--- src/rtl/proc_pkg.sv ---
// proc_pkg: opcode/state enums and instruction field widths shared by the multi-cycle core
package proc_pkg;
  typedef enum logic [2:0] {
    OP_ADD, OP_SUB, OP_AND, OP_XOR, OP_LD, OP_ST, OP_BNZ, OP_HALT
  } opcode_e;
  typedef enum logic [2:0] {
    S_IDLE, S_FETCH, S_DECODE, S_EXEC, S_MEM, S_WB, S_DONE
  } state_e;
  localparam int OP_W = 3;
  localparam int OP_FROM_TOP = 1;
endpackage

--- src/rtl/proc_regfile.sv ---
// proc_regfile: 2**RAW x DW register file, two async read ports, one sync write port
module proc_regfile
  import proc_pkg::*;
#(
  parameter int DW  = 8,
  parameter int RAW = 3
) (
  input  logic           i_clk,
  input  logic           i_reset,
  input  logic           i_we,
  input  logic [RAW-1:0] i_waddr,
  input  logic [DW-1:0]  i_wdata,
  input  logic [RAW-1:0] i_raddr_a,
  input  logic [RAW-1:0] i_raddr_b,
  output logic [DW-1:0]  o_rdata_a,
  output logic [DW-1:0]  o_rdata_b
);
  logic [DW-1:0] r_regs [2**RAW];
  always_ff @(posedge i_clk or posedge i_reset)
    if (i_reset) r_regs <= '{default: '0};
    else if (i_we) r_regs[i_waddr] <= i_wdata;
  assign o_rdata_a = r_regs[i_raddr_a];
  assign o_rdata_b = r_regs[i_raddr_b];
endmodule

--- src/rtl/proc_core_mc.sv ---
// proc_core_mc: multi-cycle FETCH/DECODE/EXEC/MEM/WB core with Start/Ack handshake,
// cycle/retire counters and a per-run watchdog
module proc_core_mc
  import proc_pkg::*;
#(
  parameter int          DW      = 8,
  parameter int          PCW     = 10,
  parameter int          RAW     = 3,
  parameter int          IW      = OP_W + 2*RAW,
  parameter logic [31:0] MAX_CYC = 32'hFFFF
) (
  input  logic           i_clk,
  input  logic           i_reset,
  input  logic           i_start,
  output logic           o_ack,
  output logic           o_busy,
  output logic           o_timeout,
  output logic [31:0]    o_cycle_ct,
  output logic [31:0]    o_inst_ct,
  output logic [PCW-1:0] o_imem_addr,
  input  logic [IW-1:0]  i_imem_data,
  output logic [DW-1:0]  o_dmem_addr,
  output logic [DW-1:0]  o_dmem_wdata,
  output logic           o_dmem_we,
  input  logic [DW-1:0]  i_dmem_rdata
);
  state_e         r_state;
  opcode_e        r_op;
  logic [RAW-1:0] r_wa;
  logic [PCW-1:0] r_pc;
  logic [DW-1:0]  r_a, r_b;
  opcode_e        w_dec_op;
  logic [DW-1:0]  w_ra_val, w_rb_val, w_alu, w_wdata;
  logic [PCW-1:0] w_off;
  logic           w_wdog, w_retire, w_rf_we;
  assign w_dec_op = opcode_e'(i_imem_data[IW-1 -: OP_W]);
  assign w_off    = PCW'($signed(r_b));
  assign w_wdog   = o_busy && (o_cycle_ct == MAX_CYC - 32'd1);
  always_comb begin
    w_alu = r_op == OP_ADD ? r_a + r_b :
            r_op == OP_SUB ? r_a - r_b :
            r_op == OP_AND ? r_a & r_b : r_a ^ r_b;
    w_wdata = r_op == OP_LD ? i_dmem_rdata : w_alu;
    w_rf_we = r_state == S_WB && !w_wdog;
    w_retire = r_state == S_WB || (r_state == S_MEM && r_op == OP_ST) ||
               (r_state == S_EXEC && r_op == OP_BNZ) || (r_state == S_DECODE && w_dec_op == OP_HALT);
  end
  // an instruction caught by the watchdog must leave no memory side effect
  assign o_dmem_we    = r_state == S_MEM && r_op == OP_ST && !w_wdog;
  assign o_dmem_addr  = r_b;
  assign o_dmem_wdata = r_a;
  proc_regfile #(.DW(DW), .RAW(RAW)) u_rf (
    .i_clk     (i_clk),
    .i_reset   (i_reset),
    .i_we      (w_rf_we),
    .i_waddr   (r_wa),
    .i_wdata   (w_wdata),
    .i_raddr_a (i_imem_data[2*RAW-1 -: RAW]),
    .i_raddr_b (i_imem_data[RAW-1:0]),
    .o_rdata_a (w_ra_val),
    .o_rdata_b (w_rb_val)
  );
  always_ff @(posedge i_clk or posedge i_reset)
    if (i_reset) begin
      r_state     <= S_IDLE;
      r_op        <= OP_ADD;
      r_wa        <= '0;
      r_pc        <= '0;
      r_a         <= '0;
      r_b         <= '0;
      o_ack       <= 1'b0;
      o_busy      <= 1'b0;
      o_timeout   <= 1'b0;
      o_cycle_ct  <= '0;
      o_inst_ct   <= '0;
      o_imem_addr <= '0;
    end else if (w_wdog) begin
      r_state    <= S_DONE;
      o_busy     <= 1'b0;
      o_ack      <= 1'b1;
      o_timeout  <= 1'b1;
      o_cycle_ct <= o_cycle_ct + 32'd1;
    end else begin
      if (o_busy) o_cycle_ct <= o_cycle_ct + 32'd1;
      if (w_retire) o_inst_ct <= o_inst_ct + 32'd1;
      case (r_state)
        S_IDLE, S_DONE:
          if (i_start) begin
            r_state    <= S_FETCH;
            r_pc       <= '0;
            o_cycle_ct <= '0;
            o_inst_ct  <= '0;
            o_timeout  <= 1'b0;
            o_ack      <= 1'b0;
            o_busy     <= 1'b1;
          end
        S_FETCH: begin
          o_imem_addr <= r_pc;
          r_state     <= S_DECODE;
        end
        S_DECODE: begin
          r_op <= w_dec_op;
          r_wa <= i_imem_data[2*RAW-1 -: RAW];
          r_a  <= w_ra_val;
          r_b  <= w_rb_val;
          if (w_dec_op == OP_HALT) begin
            r_state <= S_DONE;
            o_busy  <= 1'b0;
            o_ack   <= 1'b1;
          end else r_state <= S_EXEC;
        end
        S_EXEC: begin
          r_pc    <= (r_op == OP_BNZ && r_a != '0) ? r_pc + w_off : r_pc + PCW'(1);
          r_state <= r_op == OP_BNZ ? S_FETCH : (r_op == OP_LD || r_op == OP_ST) ? S_MEM : S_WB;
        end
        S_MEM:   r_state <= r_op == OP_LD ? S_WB : S_FETCH;
        S_WB:    r_state <= S_FETCH;
        default: r_state <= S_IDLE;
      endcase
    end
endmodule
--- config.mk ---
export PLATFORM = sky130hd
export DESIGN_NAME = proc_core_mc
export DESIGN_NICKNAME = d
export VERILOG_FILES = /design/src/rtl/proc_pkg.sv /design/src/rtl/proc_regfile.sv /design/src/rtl/proc_core_mc.sv
export SDC_FILE = /design/constraint.sdc
export NUM_CORES = 1
export LEC_CHECK = 0
export ABC_CLOCK_PERIOD_IN_PS = 4900
export CORE_MARGIN = 2
export CORE_UTILIZATION = 40
export DETAILED_ROUTE_END_ITERATION = 7
export PLACE_DENSITY = 0.68
export SYNTH_ARGS = -nofsm -noshare
export SYNTH_HDL_FRONTEND = slang
export SYNTH_HIERARCHICAL = 1
export SYNTH_SLANG_ARGS = --single-unit
--- constraint.sdc ---
create_clock -name i_clk -period 4.9 [get_ports i_clk]
set_input_delay 0.49 -clock i_clk [delete_from_list [all_inputs] [get_ports i_clk]]
set_output_delay 0.49 -clock i_clk [all_outputs]
set_load 0.005 [all_outputs]
# Yosys cells after proc, flatten, opt, wreduce, memory -nomap -nowiden
# Index checks and enable logic that the tools add are counted.
[classes] n_addsub=6 magnitude_cmp=4 eq_ne=16 n_mux=40 bitwise_logic=6 reduce_logical=26
[ops] operator="32-bit 2-to-1 mux" count=7
[ops] operator="8-bit 2-to-1 mux" count=9
[ops] operator="32-bit by 1-bit adder with 32-bit output, second input constant" count=2
[ops] operator="64-bit bitwise mux" count=1
[ops] operator="8-bit binary-select mux with 3-bit select" count=2
[ops] operator="32-bit by 16-bit equality test with 1-bit output, second input constant" count=1
[ops] operator="8-bit demux with 3-bit select" count=1
[ops] operator="3-bit equality test, second input constant" count=7
[ops] operator="10-bit 2-to-1 mux" count=2
[ops] operator="10-bit case mux with 2 select lines" count=1
[ops] operator="3-bit case mux with 6 select lines" count=1
[ops] operator="3-bit 2-to-1 mux" count=5
[ops] operator="4-bit greater-or-equal comparator, second input constant" count=3
[ops] operator="3-bit NOT with 4-bit output" count=3
[ops] operator="10-bit by 1-bit adder with 10-bit output, second input constant" count=1
[ops] operator="10-bit adder" count=1
[ops] operator="3-bit by 2-bit equality test with 1-bit output, second input constant" count=3
[ops] operator="1-bit 2-to-1 mux" count=9
[ops] operator="8-bit adder" count=1
[ops] operator="8-bit bitwise AND" count=1
[ops] operator="1-bit logical AND" count=8
[ops] operator="8-bit nonzero test" count=1
[ops] operator="8-bit subtractor" count=1
[ops] operator="8-bit XOR" count=1
[ops] operator="other kinds (15)" count=26
[totals] ff_bits=176

# Logic depth before layout (Yosys ltp)
# Gate-level depths: netlist of run 1.
[logic_depth] depth_word=8 depth_mapped=16

# Hierarchy
# Netlist of run 1, hierarchy kept.
[by_module_without_submodules] module="proc_core_mc" instances=1 cells_per_inst=717 area_each_um2=6626.4
[by_module_without_submodules] module="proc_regfile" instances=1 cells_per_inst=202 area_each_um2=3543.4

# Least setup slack after synthesis of run 1
# OpenSTA, ideal clock, no wires.
[synth_timing] path_type="reg2reg" start="register r_op[0]" end="register r_pc[8]" t_arrival_ns=2.494 path_slack_ns=2.278 stages_incl_launch_ff=14 path_buffers=1 period_less_slack_ns=2.622 path_cell_list="dfrtp_1 and2b_1 buf_4 nand2_1 a21oi_1 nand2_1 fa_1 nor2b_1 o21ai_0 a21boi_0 o21ai_0 a21oi_1 xnor2_1 o21ai_0"
[synth_between] elab_chain_len=4
[synth_lines] element="start, declared" line="proc_core_mc.sv:28" source="opcode_e r_op;"
[synth_lines] element="start signal, assigned" line="proc_core_mc.sv:102" source="r_op <= w_dec_op;"
[synth_lines] element="3-bit equality test" line="proc_core_mc.sv:113" source="r_pc <= (r_op == OP_BNZ && r_a != '0) ? r_pc + w_off : r_pc + PCW'(1);"
[synth_lines] element="1-bit logical AND" line="proc_core_mc.sv:113"
[synth_lines] element="10-bit 2-to-1 mux" line="proc_core_mc.sv:113"
[synth_lines] element="10-bit case mux with 2 select lines" line="proc_core_mc.sv:86" source="case (r_state)"
[synth_lines] element="end signal, assigned" line="proc_core_mc.sv:113"
[synth_lines] element="end, declared" line="proc_core_mc.sv:30" source="logic [PCW-1:0] r_pc;"
# Every way passes these cells.
# A chain may end at the register's enable or synchronous reset.

# Worst setup path after layout of run 1
[layout_timing] start="register r_op[1]" end="register r_pc[8]"
# Same word-level chain as after synthesis.

==> results of run 1 <==
## layout by cell type (no fill, tap or decap), types with 17 or more instances in the layout
cell               n
dfrtp_1          176
clkdlybuf4s50_1  113
mux2_2           101
nand2_1           76
nor2_1            72
o21ai_0           52
a21oi_1           49
xor2_1            31
inv_1             30
nand3_1           29
mux4_1            29
ha_1              27
or3_1             26
nand4_1           17
clkbuf_16         17
## sequential cells by signal, indices dropped and copies added, names as in the netlist
register      flops
o_ack             1
o_busy            1
o_cycle_ct       32
o_dmem_addr       8
o_dmem_wdata      8
o_imem_addr      10
o_inst_ct        32
o_timeout         1
r_op              3
r_pc             10
r_state           3
r_wa              3
u_rf/r_regs      64
## worst max-delay path, delay by kind of cell (launching register included)
kind                     cells  cell delay [ns]
AO/OA/AOI/OAI                6             1.18
XOR/XNOR                     1             0.13
AND/OR/NAND/NOR              4             0.86
adder cells (fa/ha/maj)      1             0.46
flip-flops                   1             0.64
## kinds of logic after synthesis
family / synth area share
simple gates: 0.1625
flops: 0.4331
compound gates: 0.08748
mux: 0.1973
buf+inv: 0.03900
xor+xnor: 0.04048
fa+ha+maj: 0.04011
## metrics by stage
step                      hold WS (ns)  area [um^2]  total power (W)  instances    util
final                           0.4848        12140         0.006497       1363  0.4851
after global routing            0.5214        12140         0.006917       1363  0.4851
after CTS                       0.4830        12140         0.006499       1362  0.4850
after detailed placement        0.4666        11540         0.005098       1330  0.4609
after global placement          0.4580        11540         0.005032       1330  0.4609
after floorplan                 0.4423        10170         0.004210        919       -
## worst max path at each step
stage	from	to	slack, ns	cells after the start
floorplan	i_reset	o_ack	1.45	1
global placement	r_op[1]	r_pc[8]	1.69	12
detailed placement	r_op[1]	r_pc[8]	1.53	12
CTS	r_op[1]	r_pc[8]	1.51	12
global route	r_op[1]	r_pc[8]	0.97	14
finish	r_op[1]	r_pc[8]	1.52	12
## routing by layer
metal  up-vias  global-route usage  wire, um
met5         -                   0         0
met4         0             0.06180       602
met3        37             0.04063      1343
met2       200              0.3122     12070
met1      3801              0.2543     11130
li1       3573                   -         -
## cell type report
type                    count  area share
repair buffers            126      0.1012
diodes                      1   0.0002061
well taps                 330     0.03400
clock inverters            14     0.01350
flip-flops and latches    176      0.3627
clock buffers              18     0.03616
inverters                  32     0.01010
multi-input cells         666      0.4422
## synthesized netlist by cell type, drive strengths merged (4+ instances only)
master  instances
clkbuf         16
buf            29
nand3          30
mux4           32
mux2          101
dfrtp         176
nor3           14
or3            27
and3            9
nor2b           7
nand4b          4
o211ai          4
o21ai          52
nand2b          9
inv            32
nor2           73
xor2           31
nand2          77
a211oi          4
and2           10
a21oi          49
xnor2          16
nand4          18
ha             27
and4            7
mux2i           4
nor4            7
## where the power goes
group	leakage [nW]	switching [W]	internal, W
sequential	2.27	0.000453	0.00187
clock	0.293	0.000677	0.000706
combinational	2.57	0.00145	0.00135
total	5.13	0.00258	0.00392
==> impl_results.md, run 1 <==
- CP most frequent cell: o21ai_0
- Die area: 26720 um^2
- CTS Hold Buffers Added: 0
- Filler cells: 2254
- 1st-pass router iterations: 5
- Final wirelength: 25.14 mm
- # clock sinks: 176
- Worst ir drop on vdd: 0.2752 mV
- Core area: 25040 um^2
- Post-CTS setup buffers: 0
- CTS max path bufs: 2
- Mapped Nets: 969
- Post-synthesis cell area: 10170 um^2
- Routed Antenna Nets: 0
- Final Hold Fails: 0
- H-Tree Depth: 4
- Critical Path Start Type: flop
- Final min period: 3.383 ns
- Die H: 163.5 um
- PwrDens: 535.0 nW/um^2
- Final period utilization: 0.6904
- Worst Hold Class: flop to flop
- Worst hold stages: 1
- Max Freq: 295.6 MHz
- Layout Nets: 1069
- Initial Utilization: 0.4062
- Number of CTS-inserted buffers: 17
- IO Port Bufs: 113
- I/O Pins: 114
- Die X: 163.5 um
- Lkg Pwr: 5.125 nW
- Relative max-transition margin: 0.1380
- HP Start: o_ack
- RSZ-0062 raised after global routing: false
- Yosys reg bits: 176
- Syn_area_per_cell: 11.07 um^2
- Final Max Slew Viols: 0
- Min-Delay Endpoint: o_ack
- Setup violations, final: 0
- Largest net degree at the start of global routing: 65
- Async S/R FF share, synth: 1.000
- Sequential fraction of the synthesis area: 0.4331
- Req. time, crit path: 5.20 ns
- Crit Path Category: flop to flop
- Reg2Reg Depth: 12
- CP max stage delay: 0.64 ns
- Synth Instances: 919
- Setup TNS: 0 ns
- Antenna violations before repair: 1
- Reg area: 4404 um^2
- Wirelength per Cell: 18.45 um
- P&R area growth vs syn: 19.41%
- CTS tree: yes
- Setup ws final: 1.517 ns
- Share of post-route cells with drive strength above 1: 0.1647
- Post-synth EDFFs: 0
- CTS clk-pin slew, worst paths: 0.07 ns
- First-pass GRT wire length: 40.12 mm
- CP Capture Type: flop
- Max-cap check violation count: 0
- R2R Setup Slk: 1.52 ns
- DRC Markers: 0
- GPL Wtd Cong: 0.8831
- Cell taking the most area after synthesis: dfrtp_1
- Synth cell types: 77
- Half-perimeter wire length after placement: 17.47 mm
- Critical-path top delay cell: dfrtp_1
- Yosys warning count: 6
- Largest cells by area after synthesis: dfrtp_1, mux2_2, mux4_1
- Reg-to-reg endpoint: r_pc[8]
- Row cnt: 58
- Main synth FF type: dfrtp_1
- Worst path arrival time: 3.68 ns
- DR vias/cell: 5.584
- Crit-path max FO: 17
- Critical Path, Cell by Cell: and2b_1 -> nand2_1 -> a21oi_1 -> nand2_1 -> fa_1 -> nor2b_1 -> o21ai_0 -> a21boi_0 -> o21ai_0 -> a21oi_1 -> xnor2_1 -> o21ai_0
- Root Driver: clkbuf_16
- GRT Util Overall: 0.1912
- Worst Max-Slew Pin Slew: 1.276 ns
- Post-Place Worst Slack: 1.535 ns
- CTS resizes: 0
- Multi-input logic area: 5370 um^2
- Clk_skew: 0.01410 ns
- Status: complete, no violations
- Worst-skew pair later-pin latency: 0.43 ns
- Initial DRC Count: 583
- Vias: 7611
- Reg-to-Reg Start: r_op[1]
- Global route total overflow: 0
- Vias in the first global route: 7457
- Yosys top cell area share: 0.4331
(Power assumes the default switching activity.)
==> run 2, diff against run 1 <==
- ABC_CLOCK_PERIOD_IN_PS: 4900 -> 3500
- clock period: 4.9 -> 3.5 ns (I/O delays scaled with it)
==> run 2 against run 1 <==
Net effect:
- clock power rose by 40%
- power rose by 41%
- non-clock buffer count rose by 16
- critical endpoint unchanged
- register-to-register slack got worse by 1.2 ns
- critical path depth rose by 1
==> impl_results.md, run 2 (synthesis results as in run 1) <==
- Row cnt: 58 (unchanged)
- Regs by FF count: u_rf/r_regs: 64 flops, o_cycle_ct: 32 flops, o_inst_ct: 32 flops (unchanged)
- Reg-to-Reg Start: o_dmem_wdata[4] (was r_op[1])
- Worst-skew pair later-pin latency: 0.43 ns (about the same)
- Crit. path cell count: 13 (was 12)
- DRC Markers: 0 (unchanged)
- I/O Pins: 114 (unchanged)
- Top reg by flops: u_rf/r_regs (unchanged)
- Critical Path Start Type: flop (unchanged)
- Commonest non-fill, non-tap cell in the layout: dfrtp_1 (unchanged)
- Delay-heaviest family, CP: compound AO/OA/AOI/OAI gates (unchanged)
- Setup ws final: 0.2870 ns (was 1.517 ns)
- Lkg Pwr: 5.199 nW (was 5.125 nW)
- Critical Path Sink: r_pc[8] (unchanged)
- # clock sinks: 176 (unchanged)
- CTS max path bufs: 2 (unchanged)
- Reg2Reg Depth: 13 (was 12)
- Status: complete, no violations (unchanged)
- Final period utilization: 0.9180 (was 0.6904)
- Relative max-transition margin: 0.4495 (was 0.1380)
- Number of CTS-inserted buffers: 17 (unchanged)
- Routed Antenna Nets: 0 (unchanged)
- Bufs and invs on worst path: 1 (was 0)
- RSZ-0062 raised after global routing: false (unchanged)
- CTS Hold Buffers Added: 0 (unchanged)
- GRT Util Overall: 0.1897 (was 0.1912)
- Vias: 7671 (was 7611)
- Switching component of the power: 0.003560 W (was 0.002578 W)
- CTS tree: yes (unchanged)
- R2R Setup Slk: 0.29 ns (was 1.52 ns)
- IO Port Bufs: 113 (unchanged)
- Setup violations, final: 0 (unchanged)
- Global route hottest layer: met2 (unchanged)
- Max FFs per register: 64 (unchanged)
- GR Util met3: 0.04038 (was 0.04063)
- Reg power frac: 0.348 (was 0.357)
- Max Freq: 311.2 MHz (was 295.6 MHz)
- Clk_skew: 0.01086 ns (was 0.01410 ns)
- CTS clk-pin slew, worst paths: 0.07 ns (about the same)
- CP most frequent cell: o21ai_0 (unchanged)
- Global route total overflow: 0 (unchanged)
- M2 GR Usage: 0.3040 (was 0.3122)
- Worst path arrival time: 3.51 ns (was 3.68 ns)
- First-pass GRT wire length: 39.77 mm (was 40.12 mm)
- PwrDens: 748.8 nW/um^2 (was 535.0 nW/um^2)
- Share of post-route cells with drive strength above 1: 0.1765 (was 0.1647)
- Critical-path top delay cell: nor4_1 (was dfrtp_1)
- CTS resizes: 0 (unchanged)
- Half-perimeter wire length after placement: 17.68 mm (was 17.47 mm)
- Final Hold Fails: 0 (unchanged)
- Reg-to-reg endpoint: r_pc[8] (unchanged)
- Placed cells: 1346 (was 1330)
- DR vias/cell: 5.559 (was 5.584)
- Die H: 163.5 um (unchanged)
- Core area: 25040 um^2 (unchanged)
- Clk network pwr share: 0.210 (was 0.213)
- Met1 Use GR: 0.2575 (was 0.2543)
- Root Driver: clkbuf_16 (unchanged)
- Setup TNS: 0 ns (unchanged)
- Die area: 26720 um^2 (unchanged)
- H-Tree Depth: 4 (unchanged)
- Critical Path, Cell by Cell: nor4_1 -> a21oi_1 -> nand2b_1 -> ha_1 -> inv_1 -> fa_1 -> nor2b_1 -> o21ai_0 -> a21boi_0 -> o21ai_0 -> a21oi_1 -> xnor2_1 -> o21ai_0 (was and2b_1 -> nand2_1 -> a21oi_1 -> nand2_1 -> fa_1 -> nor2b_1 -> o21ai_0 -> a21boi_0 -> o21ai_0 -> a21oi_1 -> xnor2_1 -> o21ai_0)
- Max-cap check violation count: 0 (unchanged)
- Layout Nets: 1085 (was 1069)
- Vias in the first global route: 7294 (was 7457)
- 1st-pass router iterations: 5 (unchanged)
- Post-Place Worst Slack: 0.3311 ns (was 1.535 ns)
- Antenna violations before repair: 2 (was 1)
- CP Capture Type: flop (unchanged)
- GPL Wtd Cong: 0.8607 (was 0.8831)
- Final Max Slew Viols: 0 (unchanged)
- Post-CTS setup buffers: 0 (unchanged)
- Crit Path Category: flop to flop (unchanged)
- Worst ir drop on vdd: 0.4218 mV (was 0.2752 mV)
- Initial Utilization: 0.4062 (unchanged)
- CP max stage delay: 0.56 ns (was 0.64 ns)
- Worst Max-Slew Pin Slew: 0.8227 ns (was 1.276 ns)
- Die X: 163.5 um (unchanged)
- Final min period: 3.213 ns (was 3.383 ns)
- Filler cells: 2242 (was 2254)
- P&R area growth vs syn: 20.68% (was 19.41%)
- Critical path origin: o_dmem_wdata[4] (was r_op[1])
- Fin cells: 1380 (was 1363)
- Wirelength per Cell: 18.14 um (was 18.45 um)
- Final wirelength: 25.03 mm (was 25.14 mm)
- Req. time, crit path: 3.80 ns (was 5.20 ns)
- Largest net degree at the start of global routing: 64 (was 65)
- Initial DRC Count: 472 (was 583)
- Comb pwr share: 0.442 (was 0.430)
- Worst Hold Class: primary input to asynchronous set/reset pin (was flop to flop)
- P_int: 0.005630 W (was 0.003919 W)
- Highest-count cells in the layout ignoring fill and taps: dfrtp_1, clkdlybuf4s50_1, mux2_2, nand2_1, nor2_1 (unchanged)
- Sw Share: 0.3874 (was 0.3968)
- Crit-path max FO: 8 (was 17)
[run 2: cell count changes in the layout (fill, tap and decap cells not counted)]
| cell | change |
|---|---|
| clkinv_4 | +1 |
| diode_2 | +1 |
| clkinv_8 | -1 |
| clkbuf_8 | -1 |
| buf_4 | +15 |
| buf_12 | +1 |
| bufinv_16 | +1 |
| inv_6 | +1 |
| clkbuf_1 | +1 |
| inv_12 | -1 |
| inv_8 | -1 |
[run 2: area by class of cell]
| type | count | area [um^2] | area share |
|---|---|---|---|
| well taps | 330 | 412.9 | 0.03364 |
| inverters | 32 | 122.6 | 0.009991 |
| clock buffers | 18 | 429.2 | 0.03497 |
| clock inverters | 14 | 167.7 | 0.01366 |
| repair buffers | 142 | 1361 | 0.1109 |
| multi-input cells | 666 | 5370 | 0.4376 |
| flip-flops and latches | 176 | 4404 | 0.3589 |
| diodes | 2 | 5.005 | 0.0004078 |
[run 2: metal layers]
| layer | vias to the layer above | part of all wire |
|---|---|---|
| met5 | - | 0 |
| met3 | 37 | 0.056 |
| met4 | 0 | 0.018 |
| li1 | 3591 | - |
| met2 | 203 | 0.48 |
| met1 | 3840 | 0.45 |
[run 2: power groups by stage]
stage                     Combinational [W]  Sequential [W]  Clock [W]
after global routing                0.00447         0.00329    0.00206
after global placement              0.00398         0.00319          0
final                               0.00407         0.00320    0.00193
after floorplan                     0.00288         0.00301          0
after detailed placement            0.00404         0.00323          0
after CTS                           0.00406         0.00319    0.00198
[run 2: worst min-delay path by stage]
stage,start,end,slack [ns],depth (start not counted)
global placement,o_timeout,o_timeout,0.46,2
detailed placement,o_ack,o_ack,0.47,1
finish,i_reset,u_rf/r_regs[16],0.39,2
floorplan,r_pc[9],r_pc[9],0.44,1
global route,i_reset,u_rf/r_regs[48],0.46,2
CTS,i_reset,u_rf/r_regs[43],0.40,2
[run 2: through the flow]
step | power, W | hold WS [ns] | area [um^2] | util
floorplan | 0.005894 | 0.4423 | 10170 | -
global placement | 0.007173 | 0.4587 | 11670 | 0.4662
detailed placement | 0.007273 | 0.4695 | 11670 | 0.4662
CTS | 0.009235 | 0.3970 | 12270 | 0.4900
global route | 0.009822 | 0.4591 | 12270 | 0.4902
finish | 0.009190 | 0.3941 | 12270 | 0.4902
